**src/rtl/spdif_frame_ctrl_if.sv**
```systemverilog
// Subframe input bus from the S/PDIF decoder plus the stereo ready/valid
// stream toward the mixer, bundled for spdif_frame_ctrl.
interface spdif_frame_ctrl_if #(
  parameter int DATA_W = 24
);
  logic                     sf_valid;
  logic [1:0]               sf_pre;
  logic signed [DATA_W-1:0] sf_data;
  logic                     sf_v;
  logic                     sf_u;
  logic                     sf_c;
  logic                     sf_p;
  logic                     out_valid;
  logic                     out_ready;
  logic signed [DATA_W-1:0] out_left;
  logic signed [DATA_W-1:0] out_right;
  logic                     out_invalid;

  modport slave (
    input  sf_valid, sf_pre, sf_data, sf_v, sf_u, sf_c, sf_p, out_ready,
    output out_valid, out_left, out_right, out_invalid
  );

  modport master (
    output sf_valid, sf_pre, sf_data, sf_v, sf_u, sf_c, sf_p, out_ready,
    input  out_valid, out_left, out_right, out_invalid
  );
endinterface

```
**src/rtl/spdif_frame_ctrl.sv**
```systemverilog
// S/PDIF frame sequencer: B/M/W ordering, 192-frame block tracking, parity,
// stereo pairing onto a ready/valid stream, channel-status capture, lock/watchdog.
module spdif_frame_ctrl #(
  parameter int LOCK_FRAMES = 4,
  parameter int TIMEOUT     = 1024,
  parameter int DATA_W      = 24
) (
  input  logic                clk,
  input  logic                rst,
  spdif_frame_ctrl_if.slave   bus,
  output logic                locked,
  output logic [7:0]          frame_idx,
  output logic [31:0]         cs_word,
  output logic                cs_valid,
  output logic                parity_err,
  output logic                seq_err,
  output logic                overflow
);
  typedef enum logic [1:0] {UNLOCKED, EXP_A, EXP_B} state_t;

  localparam logic [1:0] PRE_B = 2'b01;
  localparam logic [1:0] PRE_M = 2'b10;
  localparam logic [1:0] PRE_W = 2'b11;
  localparam int         WD_W  = $clog2(TIMEOUT + 1);
  localparam int         CNT_W = 4;
  localparam logic [CNT_W-1:0] LOCK_CNT = CNT_W'(LOCK_FRAMES);

  state_t                   state, state_nx;
  logic [7:0]               frame_cnt;
  logic [CNT_W-1:0]         good_cnt, good_nx;
  logic [WD_W-1:0]          wd_cnt;
  logic                     first_frame, cs_ok;
  logic                     accept_a, complete, seq_bad, frame_bad, load, timeout_hit;
  logic                     sf_par_bad;
  logic signed [DATA_W-1:0] a_data_p0;
  logic                     a_v_p0, a_par_bad_p0;
  logic [31:0]              cs_shadow;

  assign sf_par_bad  = ^{bus.sf_data, bus.sf_v, bus.sf_u, bus.sf_c, bus.sf_p};
  assign timeout_hit = !bus.sf_valid && (wd_cnt == WD_W'(TIMEOUT - 1));
  assign frame_bad   = a_par_bad_p0 | sf_par_bad;
  assign locked      = (good_cnt == LOCK_CNT) && (state != UNLOCKED);

  always_comb begin
    state_nx = state;
    accept_a = 1'b0;
    complete = 1'b0;
    seq_bad  = 1'b0;
    if (bus.sf_valid) begin
      case (state)
        UNLOCKED: begin
          if (bus.sf_pre == PRE_B) begin
            accept_a = 1'b1;
            state_nx = EXP_B;
          end
        end
        EXP_A: begin
          if ((bus.sf_pre == PRE_B && frame_cnt == 8'd0) ||
              (bus.sf_pre == PRE_M && frame_cnt != 8'd0)) begin
            accept_a = 1'b1;
            state_nx = EXP_B;
          end else begin
            seq_bad  = 1'b1;
            state_nx = UNLOCKED;
          end
        end
        EXP_B: begin
          if (bus.sf_pre == PRE_W) begin
            complete = 1'b1;
            state_nx = EXP_A;
          end else begin
            seq_bad  = 1'b1;
            state_nx = UNLOCKED;
          end
        end
        default: state_nx = UNLOCKED;
      endcase
    end else if (timeout_hit && state != UNLOCKED) begin
      state_nx = UNLOCKED;
    end
  end

  // The acquisition frame only establishes alignment; lock counting starts after it.
  always_comb begin
    good_nx = good_cnt;
    if (frame_bad)                good_nx = '0;
    else if (first_frame)         good_nx = good_cnt;
    else if (good_cnt != LOCK_CNT) good_nx = good_cnt + 1'b1;
    load = complete && !frame_bad && (good_nx == LOCK_CNT);
  end

  // Stage p0: channel-A fields held until the matching W arrives
  always_ff @(posedge clk) begin
    if (accept_a) begin
      a_data_p0    <= bus.sf_data;
      a_v_p0       <= bus.sf_v;
      a_par_bad_p0 <= sf_par_bad;
      if (state == UNLOCKED)
        cs_shadow[0] <= bus.sf_c;
      else if (frame_cnt < 8'd32)
        cs_shadow[frame_cnt[4:0]] <= bus.sf_c;
    end
  end

  // Stage p1: frame completion, status and output registers
  always_ff @(posedge clk) begin
    if (rst) begin
      state           <= UNLOCKED;
      frame_cnt       <= '0;
      frame_idx       <= '0;
      good_cnt        <= '0;
      wd_cnt          <= '0;
      first_frame     <= 1'b0;
      cs_ok           <= 1'b0;
      cs_word         <= '0;
      cs_valid        <= 1'b0;
      parity_err      <= 1'b0;
      seq_err         <= 1'b0;
      overflow        <= 1'b0;
      bus.out_valid   <= 1'b0;
      bus.out_left    <= '0;
      bus.out_right   <= '0;
      bus.out_invalid <= 1'b0;
    end else begin
      state      <= state_nx;
      seq_err    <= seq_bad;
      parity_err <= complete && frame_bad;
      cs_valid   <= 1'b0;
      overflow   <= 1'b0;
      if (bus.sf_valid)                      wd_cnt <= '0;
      else if (wd_cnt != WD_W'(TIMEOUT))     wd_cnt <= wd_cnt + 1'b1;

      if (state_nx == UNLOCKED) begin
        good_cnt <= '0;
        cs_ok    <= 1'b0;
      end
      if (accept_a) begin
        if (state == UNLOCKED) begin
          frame_cnt   <= '0;
          first_frame <= 1'b1;
        end
        if (bus.sf_pre == PRE_B) cs_ok <= 1'b1;
      end
      if (complete) begin
        frame_idx   <= frame_cnt;
        frame_cnt   <= (frame_cnt == 8'd191) ? 8'd0 : frame_cnt + 8'd1;
        first_frame <= 1'b0;
        good_cnt    <= good_nx;
        if (frame_bad) begin
          cs_ok <= 1'b0;
        end else if (frame_cnt == 8'd31 && cs_ok) begin
          cs_word  <= cs_shadow;
          cs_valid <= 1'b1;
        end
      end

      if (load) begin
        bus.out_valid   <= 1'b1;
        bus.out_left    <= a_data_p0;
        bus.out_right   <= bus.sf_data;
        bus.out_invalid <= a_v_p0 | bus.sf_v;
        overflow        <= bus.out_valid && !bus.out_ready;
      end else if (bus.out_valid && bus.out_ready) begin
        bus.out_valid   <= 1'b0;
      end
    end
  end
endmodule

```
**src/flat_wrapper.sv**
```systemverilog
// flat-port wrapper written by rule: the top's interface ports become plain ports
module spdif_frame_ctrl_flat 
#(
  parameter int LOCK_FRAMES = 4,
  parameter int TIMEOUT     = 1024,
  parameter int DATA_W      = 24
)
  (clk, rst, locked, frame_idx, cs_word, cs_valid, parity_err, seq_err, overflow, bus_sf_valid, bus_sf_pre, bus_sf_data, bus_sf_v, bus_sf_u, bus_sf_c, bus_sf_p, bus_out_ready, bus_out_valid, bus_out_left, bus_out_right, bus_out_invalid);
  spdif_frame_ctrl_if #(.DATA_W(DATA_W)) bus_i ();
  input  logic clk;
  input  logic rst;
  output logic locked;
  output logic [7:0] frame_idx;
  output logic [31:0] cs_word;
  output logic cs_valid;
  output logic parity_err;
  output logic seq_err;
  output logic overflow;
  input wire logic [$bits(bus_i.sf_valid)-1:0] bus_sf_valid;
  input wire logic [$bits(bus_i.sf_pre)-1:0] bus_sf_pre;
  input wire logic [$bits(bus_i.sf_data)-1:0] bus_sf_data;
  input wire logic [$bits(bus_i.sf_v)-1:0] bus_sf_v;
  input wire logic [$bits(bus_i.sf_u)-1:0] bus_sf_u;
  input wire logic [$bits(bus_i.sf_c)-1:0] bus_sf_c;
  input wire logic [$bits(bus_i.sf_p)-1:0] bus_sf_p;
  input wire logic [$bits(bus_i.out_ready)-1:0] bus_out_ready;
  output wire logic [$bits(bus_i.out_valid)-1:0] bus_out_valid;
  output wire logic [$bits(bus_i.out_left)-1:0] bus_out_left;
  output wire logic [$bits(bus_i.out_right)-1:0] bus_out_right;
  output wire logic [$bits(bus_i.out_invalid)-1:0] bus_out_invalid;
  assign bus_i.sf_valid = bus_sf_valid;
  assign bus_i.sf_pre = bus_sf_pre;
  assign bus_i.sf_data = bus_sf_data;
  assign bus_i.sf_v = bus_sf_v;
  assign bus_i.sf_u = bus_sf_u;
  assign bus_i.sf_c = bus_sf_c;
  assign bus_i.sf_p = bus_sf_p;
  assign bus_i.out_ready = bus_out_ready;
  assign bus_out_valid = bus_i.out_valid;
  assign bus_out_left = bus_i.out_left;
  assign bus_out_right = bus_i.out_right;
  assign bus_out_invalid = bus_i.out_invalid;
  spdif_frame_ctrl #(.LOCK_FRAMES(LOCK_FRAMES), .TIMEOUT(TIMEOUT), .DATA_W(DATA_W)) u_core (.clk(clk), .rst(rst), .bus(bus_i), .locked(locked), .frame_idx(frame_idx), .cs_word(cs_word), .cs_valid(cs_valid), .parity_err(parity_err), .seq_err(seq_err), .overflow(overflow));
endmodule
```
**config.mk**
```make
export PLATFORM = sky130hd
export DESIGN_NAME = spdif_frame_ctrl_flat
export DESIGN_NICKNAME = d
export VERILOG_FILES = /design/src/rtl/spdif_frame_ctrl_if.sv /design/src/rtl/spdif_frame_ctrl.sv /design/src/flat_wrapper.sv
export SDC_FILE = /design/constraint.sdc
export NUM_CORES = 1
export LEC_CHECK = 0
export CORE_ASPECT_RATIO = 1.25
export CORE_MARGIN = 3
export CORE_UTILIZATION = 30
export CTS_CLUSTER_SIZE = 8
export DETAILED_ROUTE_END_ITERATION = 8
export SKIP_LAST_GASP = 1
export SLEW_MARGIN = 20
export SYNTH_ARGS = -nofsm -noshare
export SYNTH_HDL_FRONTEND = slang
export SYNTH_SLANG_ARGS = --single-unit
```
**constraint.sdc**
```tcl
create_clock -name clk -period 3 [get_ports clk]
set_input_delay 0.6 -clock clk [delete_from_list [all_inputs] [get_ports clk]]
set_output_delay 0.6 -clock clk [all_outputs]
set_load 0.03 [all_outputs]
```
### Word-level counts from Yosys, hierarchy flattened

Cells that the tools add are included.

* register bits after elaboration: 179
* input port bits: 34
* output and inout bits: 95
* logic and storage cells: 121

* add/sub/neg operators: 3
* order comparisons: 3
* eq/ne operators: 12
* mux-type cells: 38
* bitwise operators: 7
* reduce and logical (&&, ||, !) cells: 37

Operators with widths (count)
* bitwise mux 32 bit: 1
* two-way mux 8 bit: 4
* parity 28 bit: 1
* two-way mux 1 bit: 20
* two-way mux 4 bit: 5
* logical AND 1 bit: 12
* nonzero test 2 bit: 6
* adder 11 x 1 -> 11 bit, second input constant: 1
* == test 11 x 10 -> 1 bit, second input constant: 1
* != test 11 bit, second input constant: 1
* adder 8 x 1 -> 8 bit, second input constant: 1
* == test 4 x 3 -> 1 bit, second input constant: 2
* == test 8 x 5 -> 1 bit, second input constant: 1
* == test 8 bit, second input constant: 1
* zero test 8 bit: 1
* less-than comparator 8 x 6 -> 1 bit, second input constant: 1
* two-way mux 2 bit: 4
* nonzero test 8 bit: 1
* OR reduction 2 bit: 4
* == test 2 bit, second input constant: 3
* less-than comparator 5 x 6 -> 1 bit, second input constant: 1
* case mux 2 bit (3 select lines): 1
* AND reduction 2 bit: 3
* AND reduction 3 bit: 2
* other kinds (12): 22

### Logic depth before layout (Yosys ltp)

Gate-level depths: netlist of the first run.

* depth in word-level cells: 12
* gate-level depth with buffers: 11
* mapped depth without buffers: 8

### Worst setup path before layout of the first run

OpenSTA, ideal clock, no wires.

* path kind: register -> register
* from: reg u_core.frame_cnt[0]
* to: reg u_core.cs_shadow[31], enable pin
* setup time: 0.298 ns
* arrival time: 2.887 ns
* data required time: 2.702 ns
* slack: -0.185 ns
* cell stages (with the launch flop): 9
* buffers on the path: 0
* clock period less this slack: 3.185 ns
* path through: dfxtp_1 > inv_1 > ha_1 > nor4b_1 > nand3_1 > nand2_1 > a22oi_1 > nor2b_1 > and3_1

* word-level cells in the longest chain between the ends: 7
* elaborated cells between the ends (all ways): 10
* those cells by class: order compare: 1; mux: 3; reduce/logical: 6

Ends and longest elaborated chain
* from (decl): line spdif_frame_ctrl.sv:29 `logic [7:0] frame_cnt;`
* from (signal assigned): line spdif_frame_ctrl.sv:146 `frame_cnt <= (frame_cnt == 8'd191) ? 8'd0 : frame_cnt + 8'd1;`
* zero test 8 bit or nonzero test 8 bit (tied branches): line spdif_frame_ctrl.sv:58, spdif_frame_ctrl.sv:59
* logical AND 1 bit, on equally long branches: line spdif_frame_ctrl.sv:58, spdif_frame_ctrl.sv:59
* logical OR 1 bit: line spdif_frame_ctrl.sv:58 `if ((bus.sf_pre == PRE_B && frame_cnt == 8'd0) ||`
* two-way mux 1 bit: line spdif_frame_ctrl.sv:58
* case mux 1 bit (2 select lines): line spdif_frame_ctrl.sv:50 `case (state)`
* two-way mux 1 bit: line spdif_frame_ctrl.sv:49 `if (bus.sf_valid) begin`
* AND reduction 3 bit (no source line) *
* to (signal, indexed assignment): line spdif_frame_ctrl.sv:101 `cs_shadow[frame_cnt[4:0]] <= bus.sf_c;`
* to (decl): line spdif_frame_ctrl.sv:37 `logic [31:0] cs_shadow;`

Every way passes the cells marked *; elsewhere a longest branch is shown, timed or not.
A chain may end at the register's enable or synchronous reset.

### Final worst setup path of the first run

* from: in bus_sf_c
* to: reg u_core.bus.out_left[2]

* word-level cells in the longest chain between the ends: 5
* elaborated cells between the ends (all ways): 7
* those cells by class: eq/ne: 1; mux: 1; bitwise: 1; reduce/logical: 4

Ends and longest elaborated chain
* from (decl): line flat_wrapper.sv:24 `input wire logic [$bits(bus_i.sf_c)-1:0] bus_sf_c;`
* parity 28 bit *: line spdif_frame_ctrl.sv:39 `assign sf_par_bad = ^{bus.sf_data, bus.sf_v, bus.sf_u, bus.sf_c, bus.sf_p};`
* bitwise OR 1 bit *: line spdif_frame_ctrl.sv:41 `assign frame_bad = a_par_bad_p0 | sf_par_bad;`
* two-way mux 4 bit or zero test 1 bit (tied branches): line spdif_frame_ctrl.sv:86, spdif_frame_ctrl.sv:89
* == test 4 x 3 -> 1 bit or logical AND 1 bit (tied branches): line spdif_frame_ctrl.sv:89 `load = complete && !frame_bad && (good_nx == LOCK_CNT);`
* logical AND 1 bit *: line spdif_frame_ctrl.sv:89
* to (signal assigned): line spdif_frame_ctrl.sv:159 `bus.out_left <= a_data_p0;`
* to (decl): line spdif_frame_ctrl_if.sv:21 `output out_valid, out_left, out_right, out_invalid`

Marked as above.

==> results of run 1 <==
-- critical path: cells and delay by family --
kind / cells / cell delay [ns]
AND/OR/NAND/NOR: 1 / 0.20
XOR/XNOR: 4 / 1.08
AO/OA/AOI/OAI: 1 / 0.15
buffers and inverters: 2 / 1.11
-- metrics by stage --
stage               hold WS [ns]  area, sq um
finish                     0.457        10100
global route               0.490        10100
CTS                        0.462        10100
detailed placement         0.449         9510
global placement           0.447         9510
floorplan                  0.467         7710
-- power groups by stage --
| stage | sequential (mW) | combinational (mW) | clock [mW] |
|---|---|---|---|
| floorplan | 2.59 | 1.30 | 0 |
| global route | 2.53 | 1.82 | 2.39 |
| CTS | 2.53 | 1.69 | 2.27 |
| finish | 2.53 | 1.70 | 2.22 |
| global placement | 2.59 | 1.69 | 0 |
| detailed placement | 2.59 | 1.68 | 0 |
-- cells in the mapped netlist (2+ instances only) --
| master | n |
|---|---|
| nand2_1 | 42 |
| nand3b_1 | 3 |
| a31oi_1 | 3 |
| nand2b_1 | 5 |
| nor2b_1 | 8 |
| edfxtp_1 | 58 |
| xnor2_1 | 26 |
| ha_1 | 12 |
| a21oi_1 | 110 |
| o21ai_1 | 7 |
| and3_1 | 4 |
| a211oi_1 | 2 |
| nor4b_1 | 2 |
| dfxtp_1 | 121 |
| nor2_1 | 59 |
| o21ai_0 | 2 |
| o21a_1 | 3 |
| xor2_1 | 7 |
| buf_2 | 10 |
| nand4b_1 | 3 |
| nor3_1 | 7 |
| or3_1 | 5 |
| buf_6 | 8 |
| o31ai_1 | 80 |
| o22ai_1 | 4 |
| nand4_1 | 85 |
| a22oi_1 | 2 |
| nor4_1 | 3 |
| o211ai_1 | 3 |
| inv_1 | 13 |
| inv_2 | 2 |
| clkbuf_1 | 55 |
| nand3_1 | 14 |
-- cell families after synthesis --
| family | count (synthesis) |
|---|---|
| AOI/OAI and AO/OA | 222 |
| buffers and inverters | 89 |
| DFF | 179 |
| xor gates and xnor gates | 35 |
| and+or+nand+nor | 245 |
| adders and majority gates | 12 |
-- final cells by class --
type / count / area, sq um / area share
clock inverter: 14 / 161 / 0.0160
tap: 335 / 419 / 0.0415
timing repair buffer: 177 / 1710 / 0.169
multi-input combinational: 514 / 3160 / 0.313
inverter: 15 / 56.3 / 0.00557
sequential: 179 / 4160 / 0.412
clock buffer: 18 / 439 / 0.0434
-- how the worst min path moves through the flow --
| stage | endpoint | depth (start not counted) | slack (ns) |
|---|---|---|---|
| 6_report | u_core.frame_idx[6]$_SDFFE_PP0P_ | 2 | 0.46 |
| 3_5_place_dp | u_core.frame_idx[4]$_SDFFE_PP0P_ | 2 | 0.45 |
| 5_1_grt | u_core.frame_idx[4]$_SDFFE_PP0P_ | 2 | 0.49 |
| 3_3_place_gp | u_core.frame_idx[6]$_SDFFE_PP0P_ | 2 | 0.45 |
| 4_1_cts | u_core.frame_idx[6]$_SDFFE_PP0P_ | 2 | 0.46 |
| 2_1_floorplan | u_core.wd_cnt[5]$_SDFFE_PP0P_ | 2 | 0.47 |
-- flip-flops by register name, indices dropped and copies added, names as in the netlist, 2 cells and up --
| name | cells |
|---|---|
| u_core.a_data_p0 | 24 |
| u_core.bus.out_left | 24 |
| u_core.bus.out_right | 24 |
| u_core.cs_shadow | 32 |
| u_core.cs_word | 32 |
| u_core.frame_cnt | 8 |
| u_core.frame_idx | 8 |
| u_core.good_cnt | 4 |
| u_core.state | 2 |
| u_core.wd_cnt | 11 |
-- metal layers --
layer / vias up / part of all wire / global-route usage
met3: 13 / 0.051 / 0.0301
met5: - / 0 / 0
met4: 0 / 0.013 / 0.0476
li1: 3159 / - / -
met1: 3189 / 0.45 / 0.217
met2: 197 / 0.49 / 0.259
==> results.md, run 1 <==
- Result of the run: completed
- All-Layer GR Usage: 0.159
- Skew final: 0.0161 ns
- Synth Area in Simple Gates: 0.166
- Initial DRC Count: 506
- Critical Path End: u_core.bus.out_left[2]$_SDFFE_PP0P_
- Final worst path period share: 0.941
- Internal power: 4.10 mW
- Synth area leaders: dfxtp_1, edfxtp_1, o31ai_1, a21oi_1, nand4_1
- Crit-path cells: clkdlybuf4s50_1 > xnor2_1 > xnor2_1 > xnor3_1 > xor3_4 > buf_4 > nand4_1 > a21oi_1
- Sequential group share of total power: 0.393
- Netlist cell types: 47
- Most frequent cells in the layout: clkdlybuf4s50_1, dfxtp_1, a21oi_1
- Ys Warns: 0
- Max IR drop VDD: 0.000582 V
- Overflow after GRT: 0
- Fin crit period: 2.82 ns
- Hold_sp: u_core.frame_idx[6]$_SDFFE_PP0P_
- CP dominant cell by count: xnor2_1
- RSZ-0062 raised after global routing: no
- Layout cells sized above 1: 0.0992
- Cell taking the most area after synthesis: dfxtp_1
- CTS Sinks: 179
- DRT Pass-1 Iters: 5
- Number of max-cap violations: 0
- Worst relative slew slack: 0.458
- DRT antenna net count: 0
- CP Data Required Time: 3.35 ns
- H-Tree Depth: 4
- Post-DR vias/cell: 5.24
- Reg2reg start: u_core.frame_cnt[0]$_SDFFE_PP0P_
- Max Freq: 354 MHz
- Worst Setup Start Kind: primary input
- Total Power: 6.45 mW
- Vias in the first global route: 6321
- Yosys top cell area share: 0.314
- CP endpoint kind: register
- Combinational family with the most area after synthesis: compound AO/OA/AOI/OAI gates
- First-pass GRT wire length: 35400 um
- Post-Syn Nets: 828
- Boundary pin count: 129
- Final hold vios: 0
- Die area: 27700 sq um
- Worst setup margin: 0.177 ns
- Die width: 149 um
- Post-DP HPWL: 14300 um
- EDFF count, synth: 58
- Core Util, Final: 0.400
- Initial antenna violation count: 0
- Fin nets: 950
- TNS Setup: 0 ns
- CTS resizes: 0
- Mux share of post-synthesis cell area: 0
- Crit-path max FO: 46
- Clk buf depth: 2
- Setup WS pre-CTS: -0.147 ns
- Psw: 2.35 mW
- Via count: 6558
- WL per Instance: 17.6 um
- Synth Area per Inst: 9.86 sq um
- Core area: 25300 sq um
- R2r worst-path depth: 8
- Most used DFF post-synth: dfxtp_1
- Clk pwr share: 0.344
- CTS root buf: clkbuf_16
- DRT Wirelength: 22100 um
- DRC: 0
- Worst skew pair latency: 0.43 ns
- Area Overhead vs Synth: 31.1%
- CTS tree: built
- Reg clk slew, reported paths: 0.07 ns
- Antenna cell count: 0
- Total CTS buffers: 17
- Placed Cells: 1220
- Async S/R FF share, synth: 0
- Pwr Density: 638 nW/um^2
- Final Non-Filler Cells: 1252
- Worst-margin pin slew: 0.813 ns
- Post-CTS Hold Buffers: 0
- Die height: 185 um
- Kind of critical path: primary input to register
- Setup bufs post-CTS: 0
- Largest net degree at the start of global routing: 69
- Synth Area in Compound Gates: 0.178
- IO Port Bufs: 128
- # setup viols final: 0
- Reg2reg end: u_core.frame_cnt[7]$_SDFFE_PP0P_
- Gpl congestion: 0.808
- Comb pwr share: 0.263
- Std-Cell Rows: 65
- Worst Hold Class: register to register
- Leakage: 3.17 nW
- Synth Register Bits: 179
- Sw frac: 0.364
- Adder-Cell Fraction of Synth Area: 0.0195
- Most common cell after layout, fill and taps aside: clkdlybuf4s50_1
- Slowest-stage cell, CP: clkdlybuf4s50_1
- Layout filler cell count: 2489
- Crit path from: bus_sf_c
- Post-Synth XOR/XNOR Area: 0.0436
- Final Max Slew Viols: 0
- Synthesized area: 7710 sq um
- Worst reg2reg setup slack: 0.49 ns
- Post-Synthesis Cells: 782
- Initial Util: 0.305
- Crit-path max cell delay: 0.65 ns
- CP arrival: 3.17 ns
- Seq/Total Area, Yosys: 0.540
(Power assumes the default switching activity.)
==> inputs of run 2 (changes only) <==
--- a/config.mk
+++ b/config.mk
@@ -8,6 +8,7 @@
 export CORE_ASPECT_RATIO = 1.25
 export CORE_MARGIN = 3
 export CORE_UTILIZATION = 30
+export CTS_BUF_LIST = sky130_fd_sc_hd__clkbuf_16
 export CTS_CLUSTER_SIZE = 8
 export DETAILED_ROUTE_END_ITERATION = 8
 export SKIP_LAST_GASP = 1
==> results.md, run 2 (synthesis gave the netlist of run 1 again) <==
- Result of the run: completed (unchanged)
- Clk pwr share: 0.341 (was 0.344)
- Comb pwr share: 0.265 (was 0.263)
- CTS resizes: 0 (unchanged)
- Worst relative slew slack: 0.463 (was 0.458)
- Post-CTS Hold Buffers: 0 (unchanged)
- Worst Hold Class: register to register (unchanged)
- DRC: 0 (unchanged)
- Via count: 6560 (was 6558)
- Setup bufs post-CTS: 0 (unchanged)
- Die width: 149 um (unchanged)
- Clk buf depth: 2 (unchanged)
- Max IR drop VDD: 0.000581 V (was 0.000582 V)
- Top flop regs: u_core.cs_shadow x32, u_core.cs_word x32 (unchanged)
- Reg clk slew, reported paths: 0.07 ns (about the same)
- Post-DP HPWL: 14300 um (unchanged)
- Area Overhead vs Synth: 31.0% (was 31.1%)
- Antenna cell count: 0 (unchanged)
- Crit-path max FO: 46 (unchanged)
- Pwr Density: 637 nW/um^2 (was 638 nW/um^2)
- CP Data Required Time: 3.35 ns (about the same)
- Final hold vios: 0 (unchanged)
- CP arrival: 3.16 ns (was 3.17 ns)
- Std-Cell Rows: 65 (unchanged)
- Largest net degree at the start of global routing: 69 (unchanged)
- Initial DRC Count: 506 (unchanged)
- Final Max Slew Viols: 0 (unchanged)
- # setup viols final: 0 (unchanged)
- Leakage: 3.17 nW (about the same)
- CTS root buf: clkbuf_16 (unchanged)
- H-Tree Depth: 4 (unchanged)
- Max Freq: 356 MHz (was 354 MHz)
- Fin crit period: 2.81 ns (was 2.82 ns)
- Sw frac: 0.366 (was 0.364)
- Gpl congestion: 0.808 (unchanged)
- Post-DR vias/cell: 5.24 (about the same)
- Internal power: 4.08 mW (was 4.10 mW)
- Overflow after GRT: 0 (unchanged)
- Number of max-cap violations: 0 (unchanged)
- IO Port Bufs: 128 (unchanged)
- Layout cells sized above 1: 0.0981 (was 0.0992)
- Worst reg2reg setup slack: 0.49 ns (about the same)
- Initial Util: 0.305 (unchanged)
- Psw: 2.35 mW (about the same)
- Final worst path period share: 0.936 (was 0.941)
- Total CTS buffers: 17 (unchanged)
- CTS tree: built (unchanged)
- Fin nets: 950 (unchanged)
- Worst skew pair latency: 0.43 ns (about the same)
- First-pass GRT wire length: 35400 um (unchanged)
- CP endpoint kind: register (unchanged)
- Boundary pin count: 129 (unchanged)
- Vias in the first global route: 6321 (unchanged)
- Initial antenna violation count: 0 (unchanged)
- Die height: 185 um (unchanged)
- DRT antenna net count: 0 (unchanged)
- Most common cell after layout, fill and taps aside: clkdlybuf4s50_1 (unchanged)
- Sequential group share of total power: 0.394 (was 0.393)
- Total Power: 6.43 mW (was 6.45 mW)
- CTS Sinks: 179 (unchanged)
- Worst Setup Start Kind: primary input (unchanged)
- Most frequent cells in the layout: clkdlybuf4s50_1, dfxtp_1, a21oi_1 (unchanged)
- WL per Instance: 17.6 um (about the same)
- DRT Pass-1 Iters: 5 (unchanged)
- Worst hold margin: 0.457 ns (about the same)
- DRT Wirelength: 22000 um (was 22100 um)
- Worst-margin pin slew: 0.806 ns (was 0.813 ns)
- Skew final: 0.0154 ns (was 0.0161 ns)
- Die area: 27700 sq um (unchanged)
- TNS Setup: 0 ns (unchanged)
- Core area: 25300 sq um (unchanged)
- Kind of critical path: primary input to register (unchanged)
- All-Layer GR Usage: 0.159 (unchanged)
- RSZ-0062 raised after global routing: no (unchanged)
-- run 2: cell count changes in the layout (fill, tap and decap cells not counted) --
cell / change
clkinv_1: +1
clkbuf_8: -1
-- run 2: power by group through the flow --
stage                     combinational, mW  clock [mW]  sequential, mW
final                                  1.70        2.19            2.53
after global routing                   1.82        2.37            2.53
after CTS                              1.69        2.25            2.53
after detailed placement               1.68           0            2.59
after global placement                 1.69           0            2.59
after floorplan                        1.30           0            2.59
-- run 2: worst max-delay path, stage by stage --
cell	delay, ns
clkdlybuf4s50_1	0.64
xnor2_1	0.13
xnor2_1	0.22
xnor3_1	0.44
xor3_4	0.28
buf_4	0.46
nand4_1	0.20
a21oi_1	0.15
-- run 2: path summary, 6_finish.rpt --
check,to,from,cells past startpoint
min,u_core.frame_idx[6]$_SDFFE_PP0P_,u_core.frame_idx[6]$_SDFFE_PP0P_,2
max reg2reg,u_core.frame_cnt[7]$_SDFFE_PP0P_,u_core.frame_cnt[0]$_SDFFE_PP0P_,8
min reg2reg,u_core.frame_idx[6]$_SDFFE_PP0P_,u_core.frame_idx[6]$_SDFFE_PP0P_,2
max,u_core.bus.out_left[2]$_SDFFE_PP0P_,bus_sf_c,8
-- run 2: layout make-up --
type / count / area, sq um
inverter: 15 / 56.3
fill: 2492 / 15200
tap: 335 / 419
sequential: 179 / 4160
clock inverter: 15 / 165
multi-input combinational: 514 / 3160
timing repair buffer: 177 / 1710
clock buffer: 17 / 425
-- run 2: through the flow --
stage / cells / setup WS [ns] / cell area (sq um) / util
6_report: 1252 / 0.191 / 10100 / 0.399
5_1_grt: 1252 / 0.0161 / 10100 / 0.399
4_1_cts: 1252 / 0.124 / 10100 / 0.399
3_5_place_dp: 1220 / -0.147 / 9510 / 0.376
3_3_place_gp: 1220 / -0.113 / 9510 / 0.376
2_1_floorplan: 782 / 0.339 / 7710 / -
-- run 2: routing by layer --
layer	routed length, um	GRT usage
met4	308	0.0476
met3	1200	0.0301
met5	0	0
met2	10700	0.259
met1	9790	0.217
